[src/rtl/mem_arbiter.sv]
// ============================================================================
// Module   : mem_arbiter
// Brief    : Round-robin responder that serves the instruction fetch port and
//            the data port from one synchronous single-port SRAM, with a
//            configurable number of wait states per access.
// Revision : 1.0 - initial release
// ============================================================================
`default_nettype none

module mem_arbiter #(
  parameter int WAIT_STATES = 0,
  parameter int ADDR_WIDTH  = 19
) (
  input  logic                  clk,
  input  logic                  reset,
  input  logic [ADDR_WIDTH-1:0] instr_m_addr,
  input  logic                  instr_m_access,
  output logic                  instr_m_ack,
  output logic [15:0]           instr_m_data_in,
  input  logic [ADDR_WIDTH-1:0] data_m_addr,
  input  logic [15:0]           data_m_data_out,
  input  logic                  data_m_access,
  input  logic                  data_m_wr_en,
  input  logic [1:0]            data_m_bytesel,
  output logic                  data_m_ack,
  output logic [15:0]           data_m_data_in,
  output logic [ADDR_WIDTH-1:0] sram_addr,
  output logic                  sram_cs,
  output logic                  sram_wr_en,
  output logic [1:0]            sram_bytesel,
  output logic [15:0]           sram_wdata,
  input  logic [15:0]           sram_rdata
);

  typedef enum logic [1:0] {
    IDLE = 2'd0,
    BUSY = 2'd1,
    ACK  = 2'd2
  } state_t;

  localparam logic       PORT_INSTR = 1'b0;
  localparam logic       PORT_DATA  = 1'b1;
  localparam logic [3:0] WS_INIT    = 4'(WAIT_STATES);

  state_t                  state_q, state_d;
  logic                    port_q, port_d;
  logic                    last_grant_q, last_grant_d;
  logic [ADDR_WIDTH-1:0]   addr_q, addr_d;
  logic                    wr_q, wr_d;
  logic [1:0]              bsel_q, bsel_d;
  logic [15:0]             wdata_q, wdata_d;
  logic [3:0]              cnt_q, cnt_d;
  logic [15:0]             ihold_q, ihold_d;
  logic [15:0]             dhold_q, dhold_d;
  logic                    grant_data;

  // State and request registers; reset aborts any access in flight.
  always_ff @(posedge clk or negedge reset) begin
    if (!reset) begin
      state_q      <= IDLE;
      port_q       <= PORT_INSTR;
      last_grant_q <= PORT_INSTR;
      addr_q       <= '0;
      wr_q         <= 1'b0;
      bsel_q       <= 2'b00;
      wdata_q      <= 16'h0000;
      cnt_q        <= 4'd0;
      ihold_q      <= 16'h0000;
      dhold_q      <= 16'h0000;
    end else begin
      state_q      <= state_d;
      port_q       <= port_d;
      last_grant_q <= last_grant_d;
      addr_q       <= addr_d;
      wr_q         <= wr_d;
      bsel_q       <= bsel_d;
      wdata_q      <= wdata_d;
      cnt_q        <= cnt_d;
      ihold_q      <= ihold_d;
      dhold_q      <= dhold_d;
    end
  end

  // Data wins a tie unless it was the previous winner, so a tie right after
  // reset goes to data and continuous ties alternate.
  assign grant_data = data_m_access &&
                      (!instr_m_access || (last_grant_q == PORT_INSTR));

  // Next-state logic: grant in IDLE, count wait states in BUSY, capture read
  // data in ACK, then always drop back to IDLE for one sampling cycle.
  always_comb begin
    state_d      = state_q;
    port_d       = port_q;
    last_grant_d = last_grant_q;
    addr_d       = addr_q;
    wr_d         = wr_q;
    bsel_d       = bsel_q;
    wdata_d      = wdata_q;
    cnt_d        = cnt_q;
    ihold_d      = ihold_q;
    dhold_d      = dhold_q;
    case (state_q)
      IDLE: begin
        if (instr_m_access || data_m_access) begin
          state_d = BUSY;
          cnt_d   = WS_INIT;
          if (grant_data) begin
            port_d       = PORT_DATA;
            last_grant_d = PORT_DATA;
            addr_d       = data_m_addr;
            wr_d         = data_m_wr_en;
            bsel_d       = data_m_bytesel;
            wdata_d      = data_m_data_out;
          end else begin
            port_d       = PORT_INSTR;
            last_grant_d = PORT_INSTR;
            addr_d       = instr_m_addr;
            wr_d         = 1'b0;
            bsel_d       = 2'b11;
            wdata_d      = 16'h0000;
          end
        end
      end
      BUSY: begin
        if (cnt_q == 4'd0) begin
          state_d = ACK;
        end else begin
          cnt_d = cnt_q - 4'd1;
        end
      end
      ACK: begin
        state_d = IDLE;
        if (!wr_q) begin
          if (port_q == PORT_DATA) begin
            dhold_d = sram_rdata;
          end else begin
            ihold_d = sram_rdata;
          end
        end
      end
      default: state_d = IDLE;
    endcase
  end

  // SRAM side: select held through ACK so read data arrives in that cycle.
  assign sram_cs      = (state_q == BUSY) || (state_q == ACK);
  assign sram_addr    = addr_q;
  assign sram_bytesel = bsel_q;
  assign sram_wdata   = wdata_q;
  assign sram_wr_en   = (state_q == BUSY) && (cnt_q == 4'd0) && wr_q;

  // Port side: ack pulse to the winner; read data bypasses the hold register
  // during the ack of a read.
  assign instr_m_ack     = (state_q == ACK) && (port_q == PORT_INSTR);
  assign data_m_ack      = (state_q == ACK) && (port_q == PORT_DATA);
  assign instr_m_data_in = (instr_m_ack && !wr_q) ? sram_rdata : ihold_q;
  assign data_m_data_in  = (data_m_ack && !wr_q) ? sram_rdata : dhold_q;

endmodule

`default_nettype wire

[config.mk]
export PLATFORM = sky130hd
export DESIGN_NAME = mem_arbiter
export DESIGN_NICKNAME = d
export VERILOG_FILES = /design/src/rtl/mem_arbiter.sv
export SDC_FILE = /design/constraint.sdc
export NUM_CORES = 1
export LEC_CHECK = 0
export ABC_AREA = 0
export CAP_MARGIN = 20
export CORE_ASPECT_RATIO = 1.1
export CORE_UTILIZATION = 44
export DETAILED_ROUTE_END_ITERATION = 8
export GPL_ROUTABILITY_DRIVEN = 0
export PLACE_DENSITY = 0.8
export RECOVER_POWER = 50
export SLEW_MARGIN = 5
export SYNTH_ARGS = -nofsm -noshare
export SYNTH_HDL_FRONTEND = slang
export SYNTH_SLANG_ARGS = --single-unit
export TNS_END_PERCENT = 10
[constraint.sdc]
create_clock -name clk -period 1.9 [get_ports clk]
set_input_delay 0.19 -clock clk [delete_from_list [all_inputs] [get_ports clk]]
set_output_delay 0.19 -clock clk [all_outputs]
set_load 0.02 [all_outputs]
Word level (Yosys, flattened, before mapping) --
Index checks and enable logic that the tools add are counted.
Word-level totals: bits in registers 77
Operators by class: add/subtract/negate cells 1, equal/unequal tests 5, multiplexer cells 13, bitwise operators 2, reduce and logical (&&, ||, !) cells 20
Operators with widths (number):
- $mux W16 | 3
- $mux W19 | 1
- $reduce_and A3 Y1 | 3
- $mux W4 | 2
- $pmux W4 S2 | 1
- $logic_and A1 B1 Y1 | 7
- $mux W2 | 3
- $ne A2 B2 Y1 const B | 3
- $logic_not A4 Y1 | 1
- $pmux W2 S2 | 1
- $reduce_and A2 Y1 | 2
- $sub A4 B1 Y4 const B | 1
- $logic_or A1 B1 Y1 | 3
- $eq A2 B1 Y1 const B | 1
- $eq A2 B2 Y1 const B | 1
- $logic_not A1 Y1 | 2
- $logic_not A2 Y1 | 1
- $mux W1 | 2
- $not A1 Y1 | 2
- $reduce_bool A2 Y1 | 1

Longest topological paths before layout --
Gate-level depths: netlist of run 1.
depth in word-level cells 4, mapped depth 7, depth with buffers taken out 5

Least setup slack after synthesis of run 1 --
OpenSTA, ideal clock, no wires.
kind register to output, start reg state_q[0], end out instr_m_data_in[0], arrival time 1.776 ns, data required time 1.710 ns, setup slack -0.066 ns, cell stages (with the launch flop) 8, cells stage by stage dfrtp_1 > inv_1 > ha_1 > nor2b_1 > and2b_1 > buf_6 > buf_6 > mux2_4
Between the ends: longest elaborated chain between the ends 4
Ends and longest elaborated chain:
- start, declared | RTL line 45 | state_t state_q, state_d;
- start signal, assigned | RTL line 71 | state_q <= state_d;
- $eq A2 B2 Y1 | RTL line 154 | assign instr_m_ack = (state_q == ACK) && (port_q == PORT_INSTR);
- $logic_and A1 B1 Y1 | RTL line 154
- named net instr_m_ack | RTL line 18 | output logic instr_m_ack,
- $logic_and A1 B1 Y1 | RTL line 156 | assign instr_m_data_in = (instr_m_ack && !wr_q) ? sram_rdata : ihold_q;
- $mux W16 | RTL line 156
- end, declared | RTL line 19 | output logic [15:0] instr_m_data_in,
The timed path passes the listed nets, and every way through them passes these cells.

Final worst setup path of run 1 --
start reg state_q[0], end out instr_m_data_in[0]
Between the ends: longest elaborated chain between the ends 4
Ends and longest elaborated chain (RTL line):
- $eq A2 B2 Y1 | 154
- $logic_and A1 B1 Y1 | 154
- $logic_and A1 B1 Y1 | 156
- $mux W16 | 156
Every way passes these cells.

==> flow_metrics.tcl, run 1 <==
set metrics [dict create \
    status "finished with violations" \
    failed_checks "setup timing" \
    worst-endpoint-arrival_ns 1.90 \
    yosysTopAreaCell "dfrtp_1" \
    p_total_uw 10100 \
    p_sw_frac 0.369 \
    finalClockSkew_ns 0.0132 \
    powerDensity_nw_per_um2 1690 \
    drt_drc_violations_left 0 \
    syn2layout_area_growth_pct 54.3 \
    overflow 0 \
    fin_crit_sh 1.10 \
    ir_drop_mv 0.823 \
    cp-start-kind "flop" \
    grt_setup_unrepaired "yes" \
    clock_power_share 0.116 \
    hold_slack_ns 0.427 \
    r2r_cells 9 \
    synth_seq_cells 77 \
    path_clk_slew_ns 0.08 \
    synth_most_common_cell "dfrtp_1" \
    r2r_end "cnt_q[1]" \
    endpoint_kind "output port" \
    intPower_uw 6380 \
    hold_path.class "in -> reg" \
    coreArea_um2 8450 \
    hold_depth 2 \
    dr.first_iter.drc_count 108 \
    cts_tree "done" \
    yosys-top-cells-area "dfrtp_1 (50%), mux2_4 (23%), mux2i_1 (4.9%)" \
    critical_path_class "reg -> out" \
    hold_start "data_m_data_out[3]" \
    finalSetupViolations 33 \
    dr_wl_met2_um 4790 \
    m1WireLength_um 4130 \
    dr.pass1.iters 4 \
    first_global_vias 3111 \
    path_max_fanout 8 \
    vias_per_cell 5.09 \
    synth_seq_area_share 0.497 \
    ant_nets 0 \
    antenna_cells 0 \
    cts_root_buffer "clkbuf_8" \
    grt_first_pass_wirelength_um 15500 \
    pwr-share-seq 0.291 \
    cap_violations 0 \
    fin_nets 547 \
    tightest_slew_ns 1.15 \
    comb_power_share 0.594 \
    ys_warn_count 0 \
    r2r_start "state_q[0]" \
    worst_skew_pair.late_latency_ns 0.35 \
    synth_edf_count 0 \
    dp_hpwl_um 6760 \
    switchingPower_uw 3730 \
    dieWidth_um 91.5 \
    ios 150 \
    hold_violations 0 \
    fmaxAchievable_mhz 478 \
    place_area_um2 5670 \
    die_height_um 100 \
    postLayoutCoreUtil 0.708 \
    required_ns 1.71 \
    synth_cell_types 36 \
    power.leakage_uw 0.00279 \
    wire_per_inst_um 16.8 \
    synth_flop_cell "dfrtp_1" \
    wl_met3_um 579 \
    clock-sinks 77 \
    rrSetupSlack_ns -0.01 \
    netlist_instances 284 \
    slew_viol_final 0 \
    synthArstFlopShare 1.00 \
    hold-path-endpoint "sram_wdata[3]" \
    dr.max_layer_used "met4" \
    drive_above_1_share 0.354 \
    grtUsageTotal 0.218 \
    htree_levels 3 \
    yosys.area.top_type_share 0.497 \
    post-route-cell-area_um2 5980 \
    port_buffers 149 \
    dieArea_um2 9200 \
    synthTopCellsByCount "dfrtp_1 (77), mux2_4 (60), nand2_1 (22)" \
    start_util 0.459 \
    netlist_area_um2 3880 \
    synth_nets 367 \
    antenna_found_initial 0 \
    cts_buffer_depth 2 \
    max_slew_margin 0.236 \
    avgSynthCellArea_um2 13.7 \
    setup_ws_ns -0.192 \
    numCtsBuffers 9 \
    fin_crit_ns 2.09 \
    num_vias 2936 \
    drt_wl_total_um 9700 \
    place_worst_setup_slack_ns -0.265 \
    grt_max_degree 48 \
    rows 35 \
]
[repair_timing]
| action | CTS | global route |
|---|---|---|
| endpoints found under the hold margin | 46 | 0 |
| resized for setup | 174 | 21 |
| pin swaps | 1 | 1 |
| hold buffers | 1 | 0 |
| gates cloned | 2 | 0 |
| setup endpoints to repair | 36 | 51 |
| buffers inserted | 5 | 2 |
[state kept, by name, indices dropped and copies added (netlist names)]
signal	flops
state_q	2
sram_addr	19
sram_wdata	16
dhold_q	16
wr_q	1
last_grant_q	1
ihold_q	16
sram_bytesel	2
cnt_q	4
[critical path, cell delays in order (launching register included)]
cell	delay [ns]
dfrtp_1	0.39
inv_2	0.08
ha_4	0.12
nor2b_4	0.14
and2b_4	0.22
buf_12	0.16
mux2_4	0.31
buf_6	0.13
[logic make-up after synthesis]
family                     count (synthesis)  synth area share
adders and majority gates                  6            0.0194
DFF                                       77             0.497
AOI/OAI and AO/OA                         52            0.0913
and+or+nand+nor                           41            0.0545
muxes                                     84             0.296
buffers and inverters                     24            0.0423
[area by class of cell]
class / count / area [um2]
clock buffer: 9 / 124
clock inverter: 4 / 52.6
sequential: 77 / 1930
fill: 622 / 2470
tap: 111 / 139
timing repair buffer: 188 / 1860
multi-input combinational: 183 / 1860
inverter: 5 / 18.8
[per-stage QoR]
step,TNS (ns),std cells
4_1_cts,-5.70,575
6_report,-5.62,577
2_1_floorplan,0,284
3_3_place_gp,-6.14,554
3_5_place_dp,-7.32,554
5_1_grt,-9.59,577
[per-layer routing]
metal | track usage | vias to the layer above
met2 | 0.363 | 116
met5 | 0 | -
met1 | 0.275 | 1423
met4 | 0.0891 | 0
li1 | - | 1378
met3 | 0.0498 | 19
[power by group through the flow]
| stage | registers (uW) | logic, uW | clock network (uW) |
|---|---|---|---|
| floorplan | 3330 | 2940 | 0 |
| global placement | 2890 | 5700 | 0 |
| detailed placement | 2940 | 5830 | 0 |
| CTS | 2930 | 5860 | 1190 |
| global route | 3030 | 6370 | 1260 |
| finish | 2940 | 6000 | 1170 |
[worst max path at each step]
stage / from / end / slack (ns)
6_report: state_q[0] / instr_m_data_in[0] / -0.19
5_1_grt: state_q[0] / instr_m_data_in[0] / -0.27
4_1_cts: state_q[0] / instr_m_data_in[7] / -0.24
3_5_place_dp: state_q[0] / instr_m_data_in[4] / -0.27
3_3_place_gp: state_q[0] / instr_m_data_in[8] / -0.22
2_1_floorplan: state_q[0] / instr_m_data_in[0] / 0.06
[cell usage in the layout, fill, tap and decap left out, drive strengths merged, types with 2 or more instances in the layout]
cell,instances
a22o,17
and2,2
buf,72
clkbuf,11
clkdlybuf4s50,109
clkinvlp,3
dfrtp,77
dlygate4sd3,4
ha,6
inv,5
mux2,65
mux2i,19
nand2,22
nand3,2
nand3b,4
nor3b,2
o211ai,3
o21a,2
o21ai,25
o22a,2
(Power assumes the default switching activity.)
==> run 2, diff against run 1 <==
CORE_UTILIZATION = 40   (was 44)
PLACE_DENSITY = 0.77   (was 0.8)
clock period = 1.7 ns   (was 1.9 ns; I/O delays follow)
==> flow_metrics.tcl, run 2 (same netlist as run 1, synthesis figures left out) <==
set metrics [dict create \
    p_sw_frac 0.374 \
    final_common_cell "clkdlybuf4s50_1" \
    fin_crit_sh 1.21 \
    ant_nets 0 \
    grt_setup_unrepaired "yes" \
    comb_power_share 0.599 \
    numCtsBuffers 9 \
    syn2layout_area_growth_pct 57.2 \
    post-route-cell-area_um2 6100 \
    clock-sinks 77 \
    dieArea_um2 10100 \
    place_worst_setup_slack_ns -0.397 \
    status "finished with violations" \
    powerDensity_nw_per_um2 1860 \
    cpPeakStageDelay_ns 0.39 \
    tightest_slew_ns 0.645 \
    path_max_fanout 8 \
    finalClockSkew_ns 0.0183 \
    fillCellCount 710 \
    path_cells "inv_2, ha_4, nor2b_4, and2b_4, buf_12, mux2_4, buf_6" \
    critPathTopFamily "flip-flops" \
    critical_path_class "reg -> out" \
    switchingPower_uw 4240 \
    grt_max_degree 39 \
    vias_per_cell 5.03 \
    ios 150 \
    r2r_start "state_q[0]" \
    coreArea_um2 9400 \
    critPathSlowestCell "dfrtp_1" \
    cap_violations 0 \
    num_vias 2988 \
    clock_power_share 0.111 \
    port_buffers 149 \
    hold_violations 0 \
    worst_skew_pair.late_latency_ns 0.35 \
    slew_viol_final 0 \
    dr_wl_met2_um 4660 \
    fin_crit_ns 2.05 \
    failed_checks "setup timing" \
    r2r_end "ihold_q[3]" \
    drive_above_1_share 0.375 \
    grtUsageTotal 0.200 \
    drt_wl_total_um 9570 \
    dr.pass1.iters 4 \
    final_cell_mix "clkdlybuf4s50_1 (107), dfrtp_1 (77), mux2_4 (62), buf_6 (33), buf_4 (30)" \
    htree_levels 3 \
    setup_ws_ns -0.354 \
    cts_root_buffer "clkbuf_8" \
    finalSetupViolations 43 \
    crit_buf_inv 3 \
    rows 37 \
    path_clk_slew_ns 0.10 \
    antenna_cells 0 \
    wl_met3_um 839 \
    ir_drop_mv 0.961 \
    place_area_um2 5730 \
    required_ns 1.53 \
    overflow 0 \
    first_global_vias 3065 \
    worst-endpoint-arrival_ns 1.88 \
    fin_nets 555 \
    hold_path.class "in -> async" \
    rrSetupSlack_ns -0.04 \
    grt_first_pass_wirelength_um 15300 \
    endpoint_kind "output port" \
    cts_tree "done" \
    dr.first_iter.drc_count 108 \
    wire_per_inst_um 16.1 \
    cp-start-kind "flop" \
    power.leakage_uw 0.00284 \
    r2r_cells 8 \
    start_util 0.413 \
    dieWidth_um 95.9 \
    max_slew_margin 0.570 \
    pwr-share-seq 0.290 \
    antenna_found_initial 0 \
    cts_buffer_depth 2 \
    largest_register_ffs 19 \
    fmaxAchievable_mhz 487 \
    dr.max_layer_used "met4" \
    m1WireLength_um 3930 \
    intPower_uw 7080 \
    dp_hpwl_um 6670 \
    die_height_um 105 \
    drt_drc_violations_left 0 \
]
[run 2: cell types whose count changed in the layout (fill, tap and decap cells not counted), moves of 3 or more]
cell,delta
buf_8,+3
buf_2,-4
buf_6,+12
buf_4,-4
[run 2: worst max path at each step]
| stage | startpoint | endpoint | slack, ns | depth (start not counted) |
|---|---|---|---|---|
| after floorplan | state_q[0] | instr_m_data_in[0] | -0.003 | 7 |
| after detailed placement | state_q[0] | instr_m_data_in[12] | -0.40 | 7 |
| after global placement | state_q[1] | instr_m_data_in[11] | -0.36 | 6 |
| final | state_q[0] | instr_m_data_in[14] | -0.35 | 7 |
| after global routing | state_q[0] | instr_m_data_in[3] | -0.44 | 7 |
| after CTS | state_q[0] | instr_m_data_in[14] | -0.39 | 7 |
[run 2: metrics by stage]
step / TNS [ns] / util / hold WS [ns] / total power, uW / std cells
after CTS: -11.42 / 0.643 / 0.251 / 11200 / 593
after global placement: -12.04 / 0.610 / 0.0996 / 9670 / 566
after floorplan: -0.0425 / - / -0.126 / 7050 / 284
after detailed placement: -13.57 / 0.610 / 0.103 / 9840 / 566
final: -10.22 / 0.649 / 0.366 / 11300 / 594
after global routing: -13.53 / 0.649 / 0.402 / 12000 / 594
[run 2: final cells by class]
class,instances,area [um2],share of cell area
clock buffer,10,128,0.0209
clock inverter,6,46.3,0.00759
tap,117,146,0.0240
inverter,5,18.8,0.00308
sequential,77,1930,0.316
multi-input combinational,183,1870,0.306
timing repair buffer,196,1970,0.322
[run 2: metal layers]
metal  track usage  up-vias
met4        0.0768        0
met5             0        -
met2         0.326      138
met3        0.0620       11
met1         0.244     1441
li1              -     1398
[run 2: repair_timing]
action	CTS	global route
setup endpoints to repair	39	53
endpoints found under the hold margin	24	0
cloned	2	0
gates resized for setup	190	26
buffers inserted	8	1
hold buffers	1	0
pin swaps	1	1
[run 2: power by group through the flow]
stage	combinational, uW	sequential (uW)	clock, uW
floorplan	3310	3740	0
global route	7230	3400	1390
CTS	6660	3290	1300
global placement	6400	3270	0
finish	6780	3290	1260
detailed placement	6540	3300	0
